File: config.mk
export PLATFORM = sky130hd
export DESIGN_NAME = spi_reg_ctrl
export DESIGN_NICKNAME = d
export VERILOG_FILES = /design/src/rtl/spi_reg_ctrl.sv
export SDC_FILE = /design/constraint.sdc
export NUM_CORES = 1
export LEC_CHECK = 0
export CORE_MARGIN = 4
export CORE_UTILIZATION = 45
export DETAILED_ROUTE_END_ITERATION = 16
export GPL_ROUTABILITY_DRIVEN = 0
export PLACE_DENSITY = 0.71
export SLEW_MARGIN = 30
export SYNTH_ARGS = -nofsm -noshare
export SYNTH_HDL_FRONTEND = slang
export SYNTH_SLANG_ARGS = --single-unit
File: constraint.sdc
create_clock -name clock -period 7.2 [get_ports clock]
set_input_delay 0.72 -clock clock [delete_from_list [all_inputs] [get_ports clock]]
set_output_delay 0.72 -clock clock [all_outputs]
set_load 0.005 [all_outputs]
File: src/rtl/spi_reg_ctrl.sv
// rtl/spi_reg_ctrl.sv - SPI command/register controller with auto-incrementing register bank
module spi_reg_ctrl #(
    parameter int                    DATA_WIDTH = 8,
    parameter int                    ADDR_WIDTH = 4,
    parameter logic                  CE_LEVEL   = 1'b0,
    parameter logic [DATA_WIDTH-1:0] IDLE_BYTE  = 8'hA5
) (
    input  logic                                  clock,
    input  logic                                  reset,
    input  logic                                  ce,
    input  logic [DATA_WIDTH-1:0]                 rx_data,
    input  logic                                  spi_done,
    output logic [DATA_WIDTH-1:0]                 tx_data,
    output logic [(2**ADDR_WIDTH)*DATA_WIDTH-1:0] reg_out,
    output logic                                  wr_pulse,
    output logic [ADDR_WIDTH-1:0]                 wr_addr,
    output logic [DATA_WIDTH-1:0]                 wr_data,
    output logic                                  frame_active
);

    localparam int NUM_REGS = 2**ADDR_WIDTH;

    typedef enum logic [1:0] {IDLE, CMD, WR_DATA, RD_DATA} state_t;

    state_t                state;
    state_t                state_nxt;
    logic                  ce_meta;
    logic                  ce_sync;
    logic                  cs_act;
    logic                  armed;
    logic [ADDR_WIDTH-1:0] ptr;
    logic [ADDR_WIDTH-1:0] ptr_inc;
    logic [ADDR_WIDTH-1:0] cmd_addr;
    logic                  cmd_is_wr;
    logic [DATA_WIDTH-1:0] regs [NUM_REGS];

    assign cs_act       = (ce_sync == CE_LEVEL);
    assign ptr_inc      = ptr + {{(ADDR_WIDTH-1){1'b0}}, 1'b1};
    assign cmd_addr     = rx_data[ADDR_WIDTH-1:0];
    assign cmd_is_wr    = rx_data[DATA_WIDTH-1];
    assign frame_active = (state != IDLE);

    // Two-stage ce synchroniser; resets to the active level so a chip select
    // held active across reset is seen as "still active" and never re-arms.
    always_ff @(posedge clock) begin
        if (reset) begin
            ce_meta <= CE_LEVEL;
            ce_sync <= CE_LEVEL;
        end else begin
            ce_meta <= ce;
            ce_sync <= ce_meta;
        end
    end

    // A new frame may only start after chip select has been seen inactive since reset.
    always_ff @(posedge clock) begin
        if (reset) begin
            armed <= 1'b0;
        end else if (!cs_act) begin
            armed <= 1'b1;
        end
    end

    // FSM state register.
    always_ff @(posedge clock) begin
        if (reset) begin
            state <= IDLE;
        end else begin
            state <= state_nxt;
        end
    end

    // Next-state logic; chip select going inactive wins after the byte is processed.
    always_comb begin
        state_nxt = state;
        case (state)
            IDLE:    if (cs_act && armed) state_nxt = CMD;
            CMD:     if (spi_done) state_nxt = cmd_is_wr ? WR_DATA : RD_DATA;
            default: state_nxt = state;
        endcase
        if (!cs_act) begin
            state_nxt = IDLE;
        end
    end

    // Register bank, address pointer, write strobe and read-back byte.
    always_ff @(posedge clock) begin
        if (reset) begin
            for (int i = 0; i < NUM_REGS; i++) begin
                regs[i] <= '0;
            end
            ptr      <= '0;
            tx_data  <= IDLE_BYTE;
            wr_pulse <= 1'b0;
            wr_addr  <= '0;
            wr_data  <= '0;
        end else begin
            wr_pulse <= 1'b0;
            if (state == CMD && spi_done) begin
                ptr <= cmd_addr;
                if (!cmd_is_wr) begin
                    tx_data <= regs[cmd_addr];
                end
            end
            if (state == WR_DATA && spi_done) begin
                regs[ptr] <= rx_data;
                wr_pulse  <= 1'b1;
                wr_addr   <= ptr;
                wr_data   <= rx_data;
                ptr       <= ptr_inc;
            end
            if (state == RD_DATA && spi_done) begin
                ptr     <= ptr_inc;
                tx_data <= regs[ptr_inc];
            end
            if (state_nxt == IDLE) begin
                tx_data <= IDLE_BYTE;
            end
        end
    end

    genvar g;
    generate
        for (g = 0; g < NUM_REGS; g++) begin : g_flat
            assign reg_out[g*DATA_WIDTH +: DATA_WIDTH] = regs[g];
        end
    endgenerate

endmodule

# Word level (Yosys, flattened, before mapping)
# Memory sizes are Yosys's and may differ from the RTL's.
# Cells that the tools add are included.
dict set report op_classes {
  add_sub_neg 1
  eq_ne 4
  mux 19
  n_bitwise 1
  reduce_logical 12
}
# cell n
set op_table {}
lappend op_table {{$mux 8} 4}
lappend op_table {{$mux 4} 4}
lappend op_table {{$reduce_or 8->1} 1}
lappend op_table {{$mux 1} 7}
lappend op_table {{$mux 2} 3}
lappend op_table {{$add 4x1->4 const B} 1}
lappend op_table {{$eq 2x2->1 const B} 2}
lappend op_table {{$logic_and 1x1->1} 4}
lappend op_table {{$logic_not 2->1} 2}
lappend op_table {{$pmux 2 s2} 1}
lappend op_table {{$reduce_bool 2->1} 2}
lappend op_table {{$reduce_bool 3->1} 1}
lappend op_table {{$eq 2x1->1 const B} 1}
lappend op_table {{$ne 2x1->1 const B} 1}
lappend op_table {{$reduce_and 2->1} 1}
lappend op_table {{$reduce_or 2->1} 1}
lappend op_table {{$not 1->1} 1}
dict set report word_totals {
  regBits 30
  ramBits 128
  in_bits 12
  output_inout_bits 150
  wordCells 47
  mem_count 1
}
# name words width read_ports rd_ports_with_merged_regs write_ports line
set mem_list {}
lappend mem_list {regs 16 8 18 0 16 35} ;# logic [DATA_WIDTH-1:0] regs [NUM_REGS];

# Longest topological paths before layout
# Gate-level depths: netlist of run 1.
dict set report logic_depth {
  ltp_word 7
  mapped_depth 12
  mapped_depth_nobuf 7
}

# Least setup slack after synthesis of run 1
# No wires, ideal clock.
dict set report synth_timing {
  path_kind {reg-to-reg}
  from {reg ptr[0]}
  to {reg tx_data[0]}
  setup_time_ps 136
  arrival_ps 2604
  required_ps 7064
  setup_slack_ps 4460
  path_stages_with_launch 13
  n_path_buf 5
  period_less_slack_ps 2740
  path_cell_list {dfxtp_1 > buf_2 > buf_1 > inv_1 > ha_1 > buf_4 > buf_4 > buf_6 > mux4_2 > mux2i_1 > nand2_1 > o21ai_0 > o211ai_1}
}
dict set report synth_via {
  elab_chain_len 3
}
# element line
set synth_rtl {}
lappend synth_rtl {{start: declaration} 31} ;# logic [ADDR_WIDTH-1:0] ptr;
lappend synth_rtl {{start signal: assignment} 100} ;# ptr <= cmd_addr;
lappend synth_rtl {{start signal: assignment} 110} ;# ptr <= ptr_inc;
lappend synth_rtl {{start signal: assignment} 113} ;# ptr <= ptr_inc;
lappend synth_rtl {{$add 4x1->4} 38} ;# assign ptr_inc = ptr + {{(ADDR_WIDTH-1){1'b0}}, 1'b1};
lappend synth_rtl {{$mem_v2 16x8} -}
lappend synth_rtl {{$mux 8} 112} ;# if (state == RD_DATA && spi_done) begin
lappend synth_rtl {{end signal: assignment} 102} ;# tx_data <= regs[cmd_addr];
lappend synth_rtl {{end signal: assignment} 114} ;# tx_data <= regs[ptr_inc];
lappend synth_rtl {{end: declaration} 13} ;# output logic [DATA_WIDTH-1:0] tx_data,
# Every way passes these cells.
# A chain may end at the register's enable or synchronous reset.

==> results of run 1 <==
==> power by group <==
group          total, mW  internal (mW)  switching [mW]
combinational      0.242          0.126           0.116
clock              0.874          0.514           0.360
sequential          1.05           1.01          0.0394
total               2.17           1.65           0.515
==> metrics by stage <==
| stage | utilization (%) | setup slack, ns | instances | cell area, sq um |
|---|---|---|---|---|
| 2_1_floorplan | - | 4.46 | 620 | 8210 |
| 3_3_place_gp | 55.2 | 3.54 | 965 | 9910 |
| 3_5_place_dp | 55.2 | 3.33 | 965 | 9910 |
| 4_1_cts | 58.5 | 3.78 | 997 | 10500 |
| 5_1_grt | 58.4 | 3.41 | 997 | 10500 |
| 6_report | 58.4 | 3.70 | 997 | 10500 |
==> cell usage in the layout (no fill, tap or decap), drive strengths merged, types with 10 or more instances in the layout <==
master,instances
clkdlybuf4s50,158
edfxtp,128
and2,96
mux4,60
nand2,46
nor3,34
dfxtp,30
nor2,22
a21oi,22
clkbuf,22
mux2,19
mux2i,19
or2,17
buf,12
inv,11
o21ai,10
==> sequential cells by signal, indices dropped and copies added (netlist names) <==
name	flops
regs	128
tx_data	8
wr_data	8
ptr	4
wr_addr	4
state	2
armed	1
ce_meta	1
ce_sync	1
wr_pulse	1
==> routing by layer <==
| layer | share of wire, % | global-route usage, % | up-vias |
|---|---|---|---|
| met2 | 47 | 38.3 | 420 |
| met4 | 1.8 | 7.75 | 0 |
| met3 | 12 | 4.96 | 31 |
| met1 | 40 | 38.7 | 3044 |
| met5 | 0 | 0 | - |
| li1 | - | - | 2605 |
==> logic make-up after synthesis <==
group                    after synthesis
AO/OA/AOI/OAI                         60
multiplexers                          98
AND/OR/NAND/NOR                      238
buffers and inverters                 60
adder cells (fa/ha/maj)                4
flip-flops                           158
XOR/XNOR                               2
==> cell type report <==
type / count / area [sq um]
clock inverter: 10 / 68.8
inverter: 6 / 22.5
fill: 1408 / 7470
multi-input combinational: 402 / 3490
tap: 229 / 287
sequential: 158 / 4440
timing repair buffer: 170 / 1660
clock buffer: 22 / 518
==> worst min-delay path by stage <==
| stage | slack [ns] | cells past startpoint | to |
|---|---|---|---|
| 2_1_floorplan | 0.41 | 1 | ce_sync |
| 3_3_place_gp | 0.42 | 1 | ce_sync |
| 3_5_place_dp | 0.44 | 1 | ce_sync |
| 4_1_cts | 0.45 | 1 | ce_sync |
| 5_1_grt | 0.46 | 1 | ce_sync |
| 6_report | 0.44 | 1 | ce_sync |
==> run_results.csv, run 1 <==
group,metric,value,unit
worst_setup_path,reg2reg_from,"state[1]",
clock_tree,cts_resized,0,
worst_setup_path,path_cells,"clkdlybuf4s50_1, nand3b_1, nor2_1, nand2_1, nor3_1, or2_2",
grt,grt_pass1_wl,38000,microns
power_and_ir_drop,powerDensity,207,nW/um^2
power_and_ir_drop,p_leak,3.70,nW
worst_setup_path,critPathMaxStageDelay,0.70,ns
clock_tree,cts.clk_slew.worst_paths,0.06,ns
power_and_ir_drop,vdd_drop_max,0.170,mV
worst_setup_path,worstSetupPathType,"in -> reg",
grt,grt_max_degree,52,
synthesis,ys_top_cells_by_area,"edfxtp_1, mux4_2, and2_1",
sta,finalMaxSlewViolations,0,
sta,finalHoldViolations,0,
clock_tree,clkSinkCount,158,
clock_tree,post_cts_buffers,0,
job,drv_cap,0,
finish,insertedDiodeCount,0,
synthesis,avgSynthCellArea,13.2,sq um
routing,vias_per_cell,6.12,
floorplan,io-pin-count,162,
worst_setup_path,cp_data_required_time,7.32,ns
worst_setup_path,cp_slowest_cell,"clkdlybuf4s50_1",
routing,drc_errors,0,
clock_tree,htreeDepth,4,
sta,period_minus_slack,3.50,ns
worst_setup_path,rrSetupSlack,4.06,ns
synthesis,synthesis.area,8210,sq um
outcome,status,"completed",
clock_tree,clockRootBuffer,"clkbuf_16",
synthesis,synth_top_family_by_area,"multiplexers",
synthesis,synthTopCellsByCount,"edfxtp_1, and2_1, mux4_2",
min_path,min_path_type,"reg -> reg",
worst_setup_path,cp-end-kind,"register",
synthesis,synth_compound_area_share,4.68,%
grt,grt_usage,25.7,%
synthesis,synth_adder_area_share,0.610,%
synthesis,syn_nets,636,
synthesis,yosysWarnings,0,
clock_tree,ctsLongestPathBuffers,2,
worst_setup_path,path_depth,6,
sta,setup_viol_count_final,0,
routing,routed_wl,25700,microns
synthesis,yosysSeqAreaShare,54.2,%
sta,rsz0062_at_grt,"no",
worst_setup_path,crit_path_end,"regs[0][5]",
floorplan,dieArea,20500,sq um
sta,fin_crit_sh,48.7,%
place,dp_hpwl,18500,microns
floorplan,rows,49,
synthesis,netlist_instances,620,
sta,fmax,285,MHz
synthesis,async_reset_ff_share,0,%
clock_tree,cts_tree,"built",
synthesis,synth-seq-cells,158,
synthesis,synth_top_area_share,46.8,%
power_and_ir_drop,p_total,2.17,mW
clock_tree,holdBufCountCts,0,
worst_setup_path,r2r_end,"regs[0][5]",
grt,grt_antenna_before_repair,0,
sta,worstMarginPinSlew,0.989,ns
sta,clock_skew,0.00894,ns
finish,drive_above_1_share,18.2,%
worst_setup_path,r2r_cells,5,
floorplan,core-area,18000,sq um
synthesis,synth_ff_type,"edfxtp_1",
floorplan,die_x,143,microns
routing,drt_iter0_markers,843,
routing,vias,6100,
sta,fin_hold_ws,0.438,ns
finish,area_growth,27.9,%
finish,layout.nets,771,
routing,wire_per_inst,25.8,microns
min_path,min-delay-start,"ce_meta",
worst_setup_path,path_buf_inv,1,
synthesis,synth_top_area_cell,"edfxtp_1",
synthesis,yosysMostFrequentCell,"edfxtp_1",
grt,grt_pass1_vias,5822,
grt,grt-ovfl-total,0,
worst_setup_path,crit_family,"simple AND/OR/NAND/NOR gates",
worst_setup_path,cp-start-kind,"input pin",
place,placement.io_buffers,161,
floorplan,die_h,143,microns
routing,drt_first_pass_iters,5,
sta,fin_setup_tns,0,ns
worst_setup_path,startpoint,"spi_done",
synthesis,synth_edf_count,128,
clock_tree,clk_latency,0.42,ns
synthesis,synthSimpleGateAreaFrac,15.5,%
clock_tree,cts_buffers,17,
synthesis,synthMuxAreaShare,21.4,%
synthesis,yosysUniqueCellTypes,43,
worst_setup_path,worstPathArrival,3.62,ns
floorplan,start_util,45.7,%
sta,slew_headroom,33.8,%
synthesis,synth_xor_area_share,0.213,%
worst_setup_path,crit_fanout,13,
routing,ant_nets,0,
Note: power is estimated with default switching activity, not from simulation.
==> inputs of run 2 (changes only) <==
==> constraint.sdc (replaced) <==
create_clock -name clock -period 3.3 [get_ports clock]
set_input_delay 0.33 -clock clock [delete_from_list [all_inputs] [get_ports clock]]
set_output_delay 0.33 -clock clock [all_outputs]
set_load 0.005 [all_outputs]
==> run 2 against run 1 <==
  * Via count increased by 2.8%
  * Cell area increased by 1.9%
  * Largest cell class unchanged
  * Global-route usage increased by 0.46 points
  * Total power increased by 130%
  * Critical endpoint is now regs[0][7]
  * Register-to-register slack got worse by 3.6 ns
  * Largest power group unchanged
==> run_results.csv, run 2 (same netlist as run 1, synthesis figures left out) <==
group,metric,value,unit
power_and_ir_drop,switching_share,22.8,%
finish,largest-register,"regs",
sta,fmax,352,MHz
power_and_ir_drop,powerDensity,459,nW/um^2
clock_tree,clkSinkCount,158,
finish,insertedDiodeCount,0,
power_and_ir_drop,seqPwrFrac,46.6,%
finish,ff_latch_area,4440,sq um
power_and_ir_drop,vdd_drop_max,0.367,mV
place,dp_hpwl,19100,microns
grt,grt-ovfl-total,0,
floorplan,dieArea,20500,sq um
worst_setup_path,worstPathArrival,2.95,ns
floorplan,io-pin-count,162,
finish,largest_reg_flops,128,
sta,rsz0062_at_grt,"no",
finish,layout.nets,788,
finish,n_fill_cell,1382,
grt,grt_pass1_vias,6193,
min_path,min_path_type,"reg -> reg",
grt,grt_antenna_before_repair,1,
sta,fin_setup_tns,0,ns
worst_setup_path,worstSetupPathType,"reg -> reg",
clock_tree,ctsLongestPathBuffers,2,
clock_tree,post_cts_buffers,0,
finish,area_growth,30.3,%
clock_tree,holdBufCountCts,0,
outcome,status,"completed",
sta,setup_viol_count_final,0,
worst_setup_path,cp_data_required_time,3.41,ns
sta,clock_skew,0.0102,ns
power_and_ir_drop,p_sw,1.12,mW
routing,drt_first_pass_iters,6,
routing,ant_nets,0,
sta,finalMaxSlewViolations,0,
routing,vias,6272,
clock_tree,cts_resized,0,
clock_tree,cts_buffers,17,
floorplan,die_h,143,microns
routing,drc_errors,0,
grt,grt_pass1_wl,39300,microns
routing,drt_iter0_markers,923,
sta,post-route-worst-setup-slack,0.457,ns
sta,slew_headroom,43.0,%
worst_setup_path,cp-start-kind,"register",
grt,grt_usage,26.2,%
sta,worstMarginPinSlew,0.852,ns
job,drv_cap,0,
power_and_ir_drop,clkPwrFrac,42.1,%
clock_tree,htreeDepth,4,
finish,multi_input_area,3490,sq um
clock_tree,clk_latency,0.42,ns
routing,wire_per_inst,26.1,microns
finish,final_cell_mix,"clkdlybuf4s50_1, edfxtp_1, and2_1",
finish,reg_top3,"regs (128), tx_data (8), wr_data (8)",
sta,fin_crit_sh,86.1,%
place,placement.io_buffers,161,
clock_tree,clockRootBuffer,"clkbuf_16",
sta,finalHoldViolations,0,
worst_setup_path,cp-end-kind,"register",
floorplan,rows,49,
floorplan,start_util,45.7,%
power_and_ir_drop,p_leak,3.79,nW
routing,routed_wl,26400,microns
finish,drive_above_1_share,19.5,%
sta,period_minus_slack,2.84,ns
place,pre_cts_slack,0.421,ns
grt,grt_max_degree,38,
clock_tree,cts_tree,"built",
floorplan,die_x,143,microns
routing,vias_per_cell,6.19,
power_and_ir_drop,p_comb_share,11.4,%
power_and_ir_drop,p_total,4.91,mW
power_and_ir_drop,power.internal,3.79,mW
finish,utilization,59.5,%
finish,final_common_cell,"clkdlybuf4s50_1",
worst_setup_path,crit_fanout,14,
clock_tree,cts.clk_slew.worst_paths,0.07,ns
floorplan,core-area,18000,sq um
run 2: power groups by stage:
stage          Combinational, mW  Clock [mW]  Sequential (mW)
6_report                   0.559        2.06             2.29
5_1_grt                    0.591        2.15             2.29
4_1_cts                    0.558        2.07             2.28
3_5_place_dp               0.556           0             2.32
3_3_place_gp               0.546           0             2.32
2_1_floorplan              0.315           0             2.29
run 2: worst max-delay path, stage by stage (launching register included):
cell	delay (ns)
dfxtp_1	0.57
nand3b_1	0.18
nor2_1	0.34
nand2_1	0.47
nor3_1	0.62
or2_2	0.34
run 2: worst paths after layout:
check	startpoint	to	slack (ns)	cells after the start
max	state[1]	regs[0][7]	0.46	5
min	ce_meta	ce_sync	0.44	1
max reg2reg	state[1]	regs[0][7]	0.46	5
min reg2reg	ce_meta	ce_sync	0.44	1
run 2: layer usage:
| layer | share of wire [%] | vias to the layer above | global-route usage (%) |
|---|---|---|---|
| met5 | 0.049 | - | 0 |
| met4 | 2.8 | 2 | 8.00 |
| met3 | 11 | 56 | 6.46 |
| met2 | 48 | 444 | 41.1 |
| met1 | 38 | 3132 | 36.5 |
| li1 | - | 2638 | - |
run 2: layout make-up:
cell class              count  share of cell area (%)
flip-flops and latches    158                    41.6
multi-input cells         402                    32.6
repair buffers            187                    17.2
clock buffers              22                    4.25
well taps                 229                    2.68
clock inverters            10                    1.52
inverters                   6                   0.211
run 2: per-stage QoR:
step	cell area [sq um]	hold slack [ns]	cells
after global routing	10700	0.470	1014
after global placement	10100	0.417	982
after floorplan	8210	0.414	620
after detailed placement	10100	0.427	982
after CTS	10700	0.442	1014
final	10700	0.440	1014
